$ cat src/rtl/mem_stage_pkg.sv
// Shared types and defaults for the Memory pipeline stage.
package mem_stage_pkg;

  typedef enum logic [1:0] {
    IDLE = 2'd0,
    REQ  = 2'd1,
    WAIT = 2'd2
  } state_t;

  localparam int         DATA_W_DEF      = 32;
  localparam int         REG_W_DEF       = 4;
  localparam int         TIMEOUT_CYC_DEF = 64;
  localparam logic [1:0] ALIGN_MASK      = 2'b11;

  function automatic logic is_misaligned(input logic [1:0] addr_lo);
    return (addr_lo & ALIGN_MASK) != 2'b00;
  endfunction

endpackage

$ cat src/rtl/mem_stage_if.sv
// Execute/data-memory/writeback/forwarding bundle around the Memory stage.
interface mem_stage_if
  import mem_stage_pkg::*;
#(
  parameter int DATA_W = DATA_W_DEF,
  parameter int REG_W  = REG_W_DEF
);
  logic              ex_valid;
  logic              ex_ready;
  logic [DATA_W-1:0] ex_alu_out;
  logic [DATA_W-1:0] ex_mem_addr;
  logic [DATA_W-1:0] ex_mem_data;
  logic [REG_W-1:0]  ex_reg_dest;
  logic              ex_reg_wr;
  logic              ex_mem_rd;
  logic              ex_mem_wr;

  logic              dm_req;
  logic              dm_we;
  logic [DATA_W-1:0] dm_addr;
  logic [DATA_W-1:0] dm_wdata;
  logic              dm_gnt;
  logic              dm_rvalid;
  logic [DATA_W-1:0] dm_rdata;

  logic              wb_valid;
  logic              wb_reg_wr;
  logic [REG_W-1:0]  wb_reg_dest;
  logic [DATA_W-1:0] wb_data;

  logic              fwd_valid;
  logic [REG_W-1:0]  fwd_dest;
  logic [DATA_W-1:0] fwd_data;

  logic              err;

  // master: the Memory stage itself
  modport master (
    input  ex_valid, ex_alu_out, ex_mem_addr, ex_mem_data, ex_reg_dest,
           ex_reg_wr, ex_mem_rd, ex_mem_wr, dm_gnt, dm_rvalid, dm_rdata,
    output ex_ready, dm_req, dm_we, dm_addr, dm_wdata, wb_valid, wb_reg_wr,
           wb_reg_dest, wb_data, fwd_valid, fwd_dest, fwd_data, err
  );

  // slave: Execute, data memory and Writeback as seen from the stage
  modport slave (
    output ex_valid, ex_alu_out, ex_mem_addr, ex_mem_data, ex_reg_dest,
           ex_reg_wr, ex_mem_rd, ex_mem_wr, dm_gnt, dm_rvalid, dm_rdata,
    input  ex_ready, dm_req, dm_we, dm_addr, dm_wdata, wb_valid, wb_reg_wr,
           wb_reg_dest, wb_data, fwd_valid, fwd_dest, fwd_data, err
  );
endinterface

$ cat src/rtl/mem_timeout_ctr.sv
// Saturating access timer; expired is high on the cycle the count hits TIMEOUT_CYC-1.
module mem_timeout_ctr #(
  parameter int TIMEOUT_CYC = 64
) (
  input  logic clk,
  input  logic rst,
  input  logic clr_i,
  input  logic en_i,
  output logic expired_o
);
  localparam int CW = (TIMEOUT_CYC > 1) ? $clog2(TIMEOUT_CYC) : 1;
  localparam logic [CW-1:0] LAST = CW'(TIMEOUT_CYC - 1);

  logic [CW-1:0] cnt_q, cnt_d;

  assign expired_o = (cnt_q == LAST);

  always_comb begin
    cnt_d = cnt_q;
    if (clr_i)                   cnt_d = '0;
    else if (en_i && !expired_o) cnt_d = cnt_q + CW'(1);
  end

  always_ff @(posedge clk) begin
    if (rst) cnt_q <= '0;
    else     cnt_q <= cnt_d;
  end
endmodule

$ cat src/rtl/mem_stage.sv
// Memory stage: holds one op, runs the data-memory handshake, retires to Writeback
// and feeds the forwarding path. Non-memory ops stream through at one per cycle.
module mem_stage
  import mem_stage_pkg::*;
#(
  parameter int DATA_W      = DATA_W_DEF,
  parameter int REG_W       = REG_W_DEF,
  parameter int TIMEOUT_CYC = TIMEOUT_CYC_DEF
) (
  input  logic       clk,
  input  logic       rst,
  mem_stage_if.master bus
);
  typedef struct packed {
    logic [DATA_W-1:0] addr;
    logic [DATA_W-1:0] wdata;
    logic [REG_W-1:0]  dest;
    logic              reg_wr;
    logic              is_store;
  } hold_t;

  state_t            state_q;
  hold_t             hold_q, hold_d;
  logic              wb_valid_q, wb_reg_wr_q, err_q;
  logic [REG_W-1:0]  wb_reg_dest_q;
  logic [DATA_W-1:0] wb_data_q;

  logic in_is_mem, in_misaligned, accept, start_access, expired;

  assign accept        = bus.ex_valid && (state_q == IDLE);
  assign in_is_mem     = bus.ex_mem_rd || bus.ex_mem_wr;
  assign in_misaligned = is_misaligned(bus.ex_mem_addr[1:0]);
  assign start_access  = accept && in_is_mem && !in_misaligned;

  always_comb begin
    hold_d.addr     = bus.ex_mem_addr;
    hold_d.wdata    = bus.ex_mem_data;
    hold_d.dest     = bus.ex_reg_dest;
    hold_d.reg_wr   = bus.ex_reg_wr;
    hold_d.is_store = bus.ex_mem_wr;  // rd+wr together behaves as a store
  end

  mem_timeout_ctr #(.TIMEOUT_CYC(TIMEOUT_CYC)) u_tmr (
    .clk       (clk),
    .rst       (rst),
    .clr_i     (start_access),
    .en_i      ((state_q == REQ) || (state_q == WAIT)),
    .expired_o (expired)
  );

  always_ff @(posedge clk) begin
    if (rst) begin
      state_q       <= IDLE;
      hold_q        <= '0;
      wb_valid_q    <= 1'b0;
      wb_reg_wr_q   <= 1'b0;
      wb_reg_dest_q <= '0;
      wb_data_q     <= '0;
      err_q         <= 1'b0;
    end else begin
      wb_valid_q <= 1'b0;
      err_q      <= 1'b0;
      case (state_q)
        IDLE: begin
          if (accept) begin
            hold_q <= hold_d;
            if (!in_is_mem) begin
              wb_valid_q    <= 1'b1;
              wb_reg_wr_q   <= bus.ex_reg_wr;
              wb_reg_dest_q <= bus.ex_reg_dest;
              wb_data_q     <= bus.ex_alu_out;
            end else if (in_misaligned) begin
              wb_valid_q    <= 1'b1;
              err_q         <= 1'b1;
              wb_reg_wr_q   <= 1'b0;
              wb_reg_dest_q <= bus.ex_reg_dest;
              wb_data_q     <= '0;
            end else begin
              state_q <= REQ;
            end
          end
        end
        REQ: begin
          if (bus.dm_gnt) begin
            if (hold_q.is_store) begin
              state_q       <= IDLE;
              wb_valid_q    <= 1'b1;
              wb_reg_wr_q   <= 1'b0;
              wb_reg_dest_q <= hold_q.dest;
              wb_data_q     <= '0;
            end else if (bus.dm_rvalid) begin
              state_q       <= IDLE;
              wb_valid_q    <= 1'b1;
              wb_reg_wr_q   <= hold_q.reg_wr;
              wb_reg_dest_q <= hold_q.dest;
              wb_data_q     <= bus.dm_rdata;
            end else begin
              state_q <= WAIT;
            end
          end else if (expired) begin
            state_q       <= IDLE;
            wb_valid_q    <= 1'b1;
            err_q         <= 1'b1;
            wb_reg_wr_q   <= 1'b0;
            wb_reg_dest_q <= hold_q.dest;
            wb_data_q     <= '0;
          end
        end
        WAIT: begin
          if (bus.dm_rvalid) begin
            state_q       <= IDLE;
            wb_valid_q    <= 1'b1;
            wb_reg_wr_q   <= hold_q.reg_wr;
            wb_reg_dest_q <= hold_q.dest;
            wb_data_q     <= bus.dm_rdata;
          end else if (expired) begin
            state_q       <= IDLE;
            wb_valid_q    <= 1'b1;
            err_q         <= 1'b1;
            wb_reg_wr_q   <= 1'b0;
            wb_reg_dest_q <= hold_q.dest;
            wb_data_q     <= '0;
          end
        end
        default: state_q <= IDLE;
      endcase
    end
  end

  assign bus.ex_ready    = (state_q == IDLE);
  assign bus.dm_req      = (state_q == REQ);
  assign bus.dm_we       = (state_q == REQ) && hold_q.is_store;
  assign bus.dm_addr     = hold_q.addr;
  assign bus.dm_wdata    = hold_q.wdata;

  assign bus.wb_valid    = wb_valid_q;
  assign bus.wb_reg_wr   = wb_reg_wr_q;
  assign bus.wb_reg_dest = wb_reg_dest_q;
  assign bus.wb_data     = wb_data_q;
  assign bus.err         = err_q;

  assign bus.fwd_valid   = wb_valid_q && wb_reg_wr_q;
  assign bus.fwd_dest    = wb_reg_dest_q;
  assign bus.fwd_data    = wb_data_q;
endmodule

$ cat src/flat_wrapper.sv
// flat-port wrapper written by rule: the top's interface ports become plain ports
module mem_stage_flat import mem_stage_pkg::*;
#(
  parameter int DATA_W      = DATA_W_DEF,
  parameter int REG_W       = REG_W_DEF,
  parameter int TIMEOUT_CYC = TIMEOUT_CYC_DEF
)
  (clk, rst, bus_ex_valid, bus_ex_alu_out, bus_ex_mem_addr, bus_ex_mem_data, bus_ex_reg_dest, bus_ex_reg_wr, bus_ex_mem_rd, bus_ex_mem_wr, bus_dm_gnt, bus_dm_rvalid, bus_dm_rdata, bus_ex_ready, bus_dm_req, bus_dm_we, bus_dm_addr, bus_dm_wdata, bus_wb_valid, bus_wb_reg_wr, bus_wb_reg_dest, bus_wb_data, bus_fwd_valid, bus_fwd_dest, bus_fwd_data, bus_err);
  mem_stage_if #(.DATA_W(DATA_W), .REG_W(REG_W)) bus_i ();
  input  logic clk;
  input  logic rst;
  input wire logic [$bits(bus_i.ex_valid)-1:0] bus_ex_valid;
  input wire logic [$bits(bus_i.ex_alu_out)-1:0] bus_ex_alu_out;
  input wire logic [$bits(bus_i.ex_mem_addr)-1:0] bus_ex_mem_addr;
  input wire logic [$bits(bus_i.ex_mem_data)-1:0] bus_ex_mem_data;
  input wire logic [$bits(bus_i.ex_reg_dest)-1:0] bus_ex_reg_dest;
  input wire logic [$bits(bus_i.ex_reg_wr)-1:0] bus_ex_reg_wr;
  input wire logic [$bits(bus_i.ex_mem_rd)-1:0] bus_ex_mem_rd;
  input wire logic [$bits(bus_i.ex_mem_wr)-1:0] bus_ex_mem_wr;
  input wire logic [$bits(bus_i.dm_gnt)-1:0] bus_dm_gnt;
  input wire logic [$bits(bus_i.dm_rvalid)-1:0] bus_dm_rvalid;
  input wire logic [$bits(bus_i.dm_rdata)-1:0] bus_dm_rdata;
  output wire logic [$bits(bus_i.ex_ready)-1:0] bus_ex_ready;
  output wire logic [$bits(bus_i.dm_req)-1:0] bus_dm_req;
  output wire logic [$bits(bus_i.dm_we)-1:0] bus_dm_we;
  output wire logic [$bits(bus_i.dm_addr)-1:0] bus_dm_addr;
  output wire logic [$bits(bus_i.dm_wdata)-1:0] bus_dm_wdata;
  output wire logic [$bits(bus_i.wb_valid)-1:0] bus_wb_valid;
  output wire logic [$bits(bus_i.wb_reg_wr)-1:0] bus_wb_reg_wr;
  output wire logic [$bits(bus_i.wb_reg_dest)-1:0] bus_wb_reg_dest;
  output wire logic [$bits(bus_i.wb_data)-1:0] bus_wb_data;
  output wire logic [$bits(bus_i.fwd_valid)-1:0] bus_fwd_valid;
  output wire logic [$bits(bus_i.fwd_dest)-1:0] bus_fwd_dest;
  output wire logic [$bits(bus_i.fwd_data)-1:0] bus_fwd_data;
  output wire logic [$bits(bus_i.err)-1:0] bus_err;
  assign bus_i.ex_valid = bus_ex_valid;
  assign bus_i.ex_alu_out = bus_ex_alu_out;
  assign bus_i.ex_mem_addr = bus_ex_mem_addr;
  assign bus_i.ex_mem_data = bus_ex_mem_data;
  assign bus_i.ex_reg_dest = bus_ex_reg_dest;
  assign bus_i.ex_reg_wr = bus_ex_reg_wr;
  assign bus_i.ex_mem_rd = bus_ex_mem_rd;
  assign bus_i.ex_mem_wr = bus_ex_mem_wr;
  assign bus_i.dm_gnt = bus_dm_gnt;
  assign bus_i.dm_rvalid = bus_dm_rvalid;
  assign bus_i.dm_rdata = bus_dm_rdata;
  assign bus_ex_ready = bus_i.ex_ready;
  assign bus_dm_req = bus_i.dm_req;
  assign bus_dm_we = bus_i.dm_we;
  assign bus_dm_addr = bus_i.dm_addr;
  assign bus_dm_wdata = bus_i.dm_wdata;
  assign bus_wb_valid = bus_i.wb_valid;
  assign bus_wb_reg_wr = bus_i.wb_reg_wr;
  assign bus_wb_reg_dest = bus_i.wb_reg_dest;
  assign bus_wb_data = bus_i.wb_data;
  assign bus_fwd_valid = bus_i.fwd_valid;
  assign bus_fwd_dest = bus_i.fwd_dest;
  assign bus_fwd_data = bus_i.fwd_data;
  assign bus_err = bus_i.err;
  mem_stage #(.DATA_W(DATA_W), .REG_W(REG_W), .TIMEOUT_CYC(TIMEOUT_CYC)) u_core (.clk(clk), .rst(rst), .bus(bus_i));
endmodule
$ cat config.mk
export PLATFORM = sky130hd
export DESIGN_NAME = mem_stage_flat
export DESIGN_NICKNAME = d
export VERILOG_FILES = /design/src/rtl/mem_stage_pkg.sv /design/src/rtl/mem_stage_if.sv /design/src/rtl/mem_timeout_ctr.sv /design/src/rtl/mem_stage.sv /design/src/flat_wrapper.sv
export SDC_FILE = /design/constraint.sdc
export NUM_CORES = 1
export LEC_CHECK = 0
export ABC_CLOCK_PERIOD_IN_PS = 2640
export BUFFER_PORTS_ARGS = -buffer_cell sky130_fd_sc_hd__buf_2
export CAP_MARGIN = 15
export CORE_ASPECT_RATIO = 1.4
export CORE_MARGIN = 5
export CORE_UTILIZATION = 40
export DETAILED_ROUTE_END_ITERATION = 10
export GPL_TIMING_DRIVEN = 0
export PLACE_DENSITY_LB_ADDON = 0.3
export SLEW_MARGIN = 20
export SYNTH_ARGS = -nofsm -noshare
export SYNTH_HDL_FRONTEND = slang
export SYNTH_SLANG_ARGS = --single-unit
$ cat constraint.sdc
create_clock -name clk -period 2.64 [get_ports clk]
set_input_delay 0.132 -clock clk [delete_from_list [all_inputs] [get_ports clk]]
set_output_delay 0.132 -clock clk [all_outputs]
set_load 0.02 [all_outputs]
---- Word-level counts from Yosys, hierarchy flattened ----
Cells that the tools add are included.
cells by class
  equal/unequal tests ..................... 8
  muxes and demuxes ....................... 50
  add/subtract/negate cells ............... 1
  reduce and logical (&&, ||, !) cells .... 17
operators by type and width
  operator                                                                 count
  32-bit two-way mux                                                       8
  32-bit one-hot mux with 3 select lines                                   1
  4-bit two-way mux                                                        8
  1-bit two-way mux                                                        20
  2-bit two-way mux                                                        8
  4-bit one-hot mux with 3 select lines                                    1
  1-bit one-hot mux with 3 select lines                                    3
  6-bit by 1-bit adder with 6-bit output, second input constant            1
  6-bit equality test, second input constant                               1
  1-bit logical AND                                                        6
  2-bit one-hot mux with 3 select lines                                    1
  2-bit by 1-bit inequality test with 1-bit output, second input constant  2
  4-bit by 3-bit inequality test with 1-bit output, second input constant  1
  4-bit AND reduction                                                      1
  3-bit inequality test, second input constant                             1
  3-bit AND reduction                                                      1
  3-bit nonzero test                                                       1
  2-bit by 1-bit equality test with 1-bit output, second input constant    1
  2-bit equality test, second input constant                               1
  1-bit logical NOT                                                        2
  2-bit logical NOT                                                        1
  1-bit logical OR                                                         2
  2-bit inequality test, second input constant                             1
  2-bit AND reduction                                                      1
  2 further kinds                                                          2
storage, ports and cells
  input port bits ......................... 140
  logic and storage cells ................. 88
  bits in registers ....................... 117

---- Logic depth before layout (Yosys ltp) ----
  depth in word-level cells ............... 5
  depth in mapped cells ................... 8
  depth with buffers taken out ............ 6

---- Modules after synthesis ----
Synthesis repeated with hierarchy kept, for this count alone.
unflattened totals
  cells, all modules ...................... 627
  area total of the unflattened synthesis .. 5590.4 um^2
by module, submodules not included
  module           cells an instance  instances  area an instance (um^2)
  mem_stage        595                1          5297.6
  mem_timeout_ctr  32                 1          292.8

---- Worst setup path before layout ----
Ideal clock, no wire load.
  kind .................................... flip-flop to flip-flop
  start point ............................. register u_core.state_q[0]
  end point ............................... register u_core.wb_data_q[11], in the netlist u_core.bus.fwd_data[11]
  data arrival time ....................... 1.769 ns
  clock period less this slack ............ 1.859 ns
  cell stages (with the launch flop) ...... 8
  required time ........................... 2.550 ns
  slack ................................... 0.781 ns
  path through ............................ dfxtp_1 inv_1 ha_1 buf_4 nor3_1 clkbuf_1 a22oi_1 o32ai_4
between the ends
  cells in the longest elaborated chain, start to end .. 4
ends and longest elaborated chain
  what                                                               line                              text
  start, declared                                                    mem_stage.sv:22                   state_t state_q;
  start signal, assigned                                             mem_stage.sv:53                   state_q <= IDLE;
  start signal, assigned                                             mem_stage.sv:79                   state_q <= REQ;
  start signal, assigned                                             mem_stage.sv:86                   state_q <= IDLE;
  2-bit logical NOT                                                  mem_stage.sv:30, mem_stage.sv:63
  1-bit logical AND                                                  mem_stage.sv:30                   assign accept = bus.ex_valid && (state_q == IDLE);
  2-bit by 1-bit inequality test with 1-bit output (no source line)  n/a
  4-bit AND reduction (no source line)                               n/a
  end signal, assigned                                               mem_stage.sv:71                   wb_data_q <= bus.ex_alu_out;
  end signal, assigned                                               mem_stage.sv:96                   wb_data_q <= bus.dm_rdata;
  end signal, assigned                                               mem_stage.sv:115                  wb_data_q <= bus.dm_rdata;
  end, declared                                                      mem_stage.sv:26                   logic [DATA_W-1:0] wb_data_q;
Several ways; a longest one is shown, not always the timed one.
A chain may end at the register's enable or synchronous reset.

---- Worst setup path after layout ----
  start point ............................. register u_core.state_q[0]
  end point ............................... register u_core.wb_data_q[0], in the netlist u_core.bus.fwd_data[0]
The elaborated chain is that of the path after synthesis.

==> results.md <==
- Most frequent cells in the layout: 292 x buf_2, 151 x nand2_1, 117 x dfxtp_1
- Ys flop type: dfxtp_1
- Area occupied by multi-input gates: 2320 um2
- # setup viols final: 0
- Pins Over Slew Limit: 0
- Gr ovfl total: 0
- Unrepaired setup endpoints after global routing: false
- GRT Total Usage: 21.0%
- Worst setup margin: 253 ps
- Layout cells sized above 1: 44.2%
- TritonCTS clock tree: done
- Synth warn: 0
- Clock sinks: 117
- Worst Setup Start Kind: flop
- CTS clk-pin slew, worst paths: 60 ps
- Power Density: 578 nW/um2
- Syn-to-layout area delta: 50.9%
- Hold WC Path Type: in -> reg
- Post-Route WL: 18100 um
- Comb pwr share: 17.9%
- Setup WS pre-CTS: 259 ps
- Initial Util: 40.3%
- Largest net degree at the start of global routing: 17
- Worst-Skew Late Latency: 410 ps
- Max-slew headroom: 50.4%
- Area of the core: 14300 um2
- Synth Area in XOR/XNOR: 0.759%
- Starting DRT DRC Count: 290
- Drt first pass iters: 4
- # port buffers: 281
- Seq. cell area: 2340 um2
- Sw Ratio: 27.7%
- Vias per inst: 4.68
- Post-CTS setup buffer count: 0
- DR vias: 5831
- Critical path class: reg -> reg
- P_sw: 1390 uW
- Internal power: 3630 uW
- Worst setup EP type: flop
- Root buffer cell: clkbuf_16
- Fin crit share: 90.4%
- Max IR drop VDD: 0.000333 V
- Largest family of logic cells by synthesized area: compound AO/OA/AOI/OAI gates
- Number of global-route vias before repair: 5909
- Placer Congestion: 0.811
- Setup TNS: 0 ps
- Routed len/inst: 14.5 um
- Post-DRT Antenna Nets: 0
- Fmax: 419 MHz
- Clock Skew: 9.04 ps
- #FFs+latches synth: 117
- CP required: 2950 ps
- IO Pins: 283
- Status: completed
- Die height: 152 um
- H-tree depth: 4
- Number of core rows: 52
- Syn_area_per_cell: 8.61 um2
- Mapped Nets: 815
- Final hold violation count: 0
- Worst Tran Pin Value: 742 ps
- Die W: 112 um
- FILL cells: 1246
- Mux contribution to synthesized area: 0.173%
- Sequential Power Share: 38.0%
- Most common cell after layout, fill and taps aside: buf_2
- Sequential cell area fraction in the yosys report: 40.6%
- Cts bufs inserted: 17
- Clock power share: 44.1%
- DIE AREA: 17000 um2
- Synth Area in Compound Gates: 25.0%
- Post-Synth Adder-Cell Area: 1.08%
- Nets: 1186
- Asr flop ratio synth: 0%
- Dpl hpwl: 13200 um
- DRC violations left: 0
- Leak Pwr: 0.00415 uW
- Final min period: 2390 ps
- Netlist cell types: 48
- Synthesized area: 5770 um2
- Post-Synthesis Cells: 670
- Clk buf depth: 2
- Maxcap violations: 0
- Post-synthesis simple-gate area fraction: 13.2%
- WP data arrival: 2700 ps
- Number of synthesized flops with an enable pin: 0
- Largest fanout on the critical path: 10
- First-pass GRT wire length: 29200 um
- Initial antenna violation count: 2
[cell type report]
cell class / count / share of cell area [%]
Timing Repair Buffer: 352 / 24.3
Clock inverter: 13 / 1.41
Multi-Input combinational cell: 371 / 26.7
Sequential cell: 117 / 26.9
Buffer: 141 / 10.9
Inverter: 41 / 1.77
Antenna cell: 2 / 0.0575
Tap cell: 189 / 2.72
Clock buffer: 19 / 5.20
[path summary, 6_finish.rpt]
path                          from                 endpoint  slack [ps]  cells after the start
max reg2reg      u_core.state_q[0]   u_core.bus.fwd_data[0]         250                      8
min               bus_dm_rdata[19]  u_core.bus.fwd_data[19]          10                      3
max              u_core.state_q[0]   u_core.bus.fwd_data[0]         250                      8
min reg2reg  u_core.bus.dm_addr[5]    u_core.bus.dm_addr[5]         450                      2
[power groups by stage]
stage | clock [uW] | combinational (uW) | sequential [uW]
final | 2220 | 900 | 1910
after floorplan | 0 | 507 | 1960
after detailed placement | 0 | 818 | 1950
after CTS | 2270 | 903 | 1910
after global routing | 2360 | 978 | 1920
after global placement | 0 | 811 | 1950
[cells in the mapped netlist, drive strengths merged, types with 2 or more instances]
library cell	number	share of area, %
xnor2	4	0.61
o211ai	5	0.65
inv	41	2.7
nor3	4	0.35
a221oi	8	1.5
dfxtp	117	41
nand3	2	0.17
a21o	4	0.52
ha	5	1.1
clkbuf	19	1.2
buf	122	15
nand2b	2	0.35
a22oi	31	4.3
a21oi	75	6.5
nor2	16	1.1
nand2	151	9.8
o21ai	6	0.59
or3	2	0.22
and2	2	0.22
o32ai	35	9.4
o2bb2ai	3	0.46
[critical path, cell delays in order (launching register included)]
cell and delay, ps:
dfxtp_1 390, inv_1 100, ha_1 350, buf_4 210
inv_1 100, a21oi_1 390, clkbuf_1 420, a22oi_1 180
o32ai_2 140
[registers in the layout, summed over array words and instances, names as in the netlist]
name	flops
u_core.bus.dm_addr	32
u_core.bus.dm_wdata	32
u_core.bus.fwd_data	32
u_core.hold_q	6
u_core.u_tmr.cnt_q	6
u_core.bus.fwd_dest	4
u_core.state_q	2
u_core.bus.err	1
u_core.bus.wb_reg_wr	1
u_core.bus.wb_valid	1
[cell families (layout without fill, tap and decap cells)]
kind of cell / count (synthesis) / after routing
other: 0 / 2
AOI/OAI and AO/OA: 174 / 174
muxes: 1 / 1
buffers and inverters: 182 / 566
DFF: 117 / 117
and+or+nand+nor: 186 / 186
xor gates and xnor gates: 5 / 5
adders and majority gates: 5 / 5
[per-stage QoR]
step	total power (uW)	std cells	util, %	area (um2)	hold slack [ps]
after floorplan	2470	670	-	5770	268
after global placement	2760	1140	51.8	7410	374
after detailed placement	2770	1140	51.8	7410	377
after CTS	5090	1243	60.8	8700	0.769
after global routing	5260	1245	60.8	8700	13.1
final	5030	1245	60.8	8700	14.3
[routing by layer]
layer  part of all wire (%)  global-route usage [%]
met5                      0                       0
met4                    1.9                    7.07
met3                    6.8                    6.17
met2                     53                    38.4
met1                     38                    22.9
[repair_timing]
action,in CTS,in global routing
hold buffers,71,0
hold endpoints to repair,71,0
resized for setup,0,0
(Power assumes the default switching activity.)
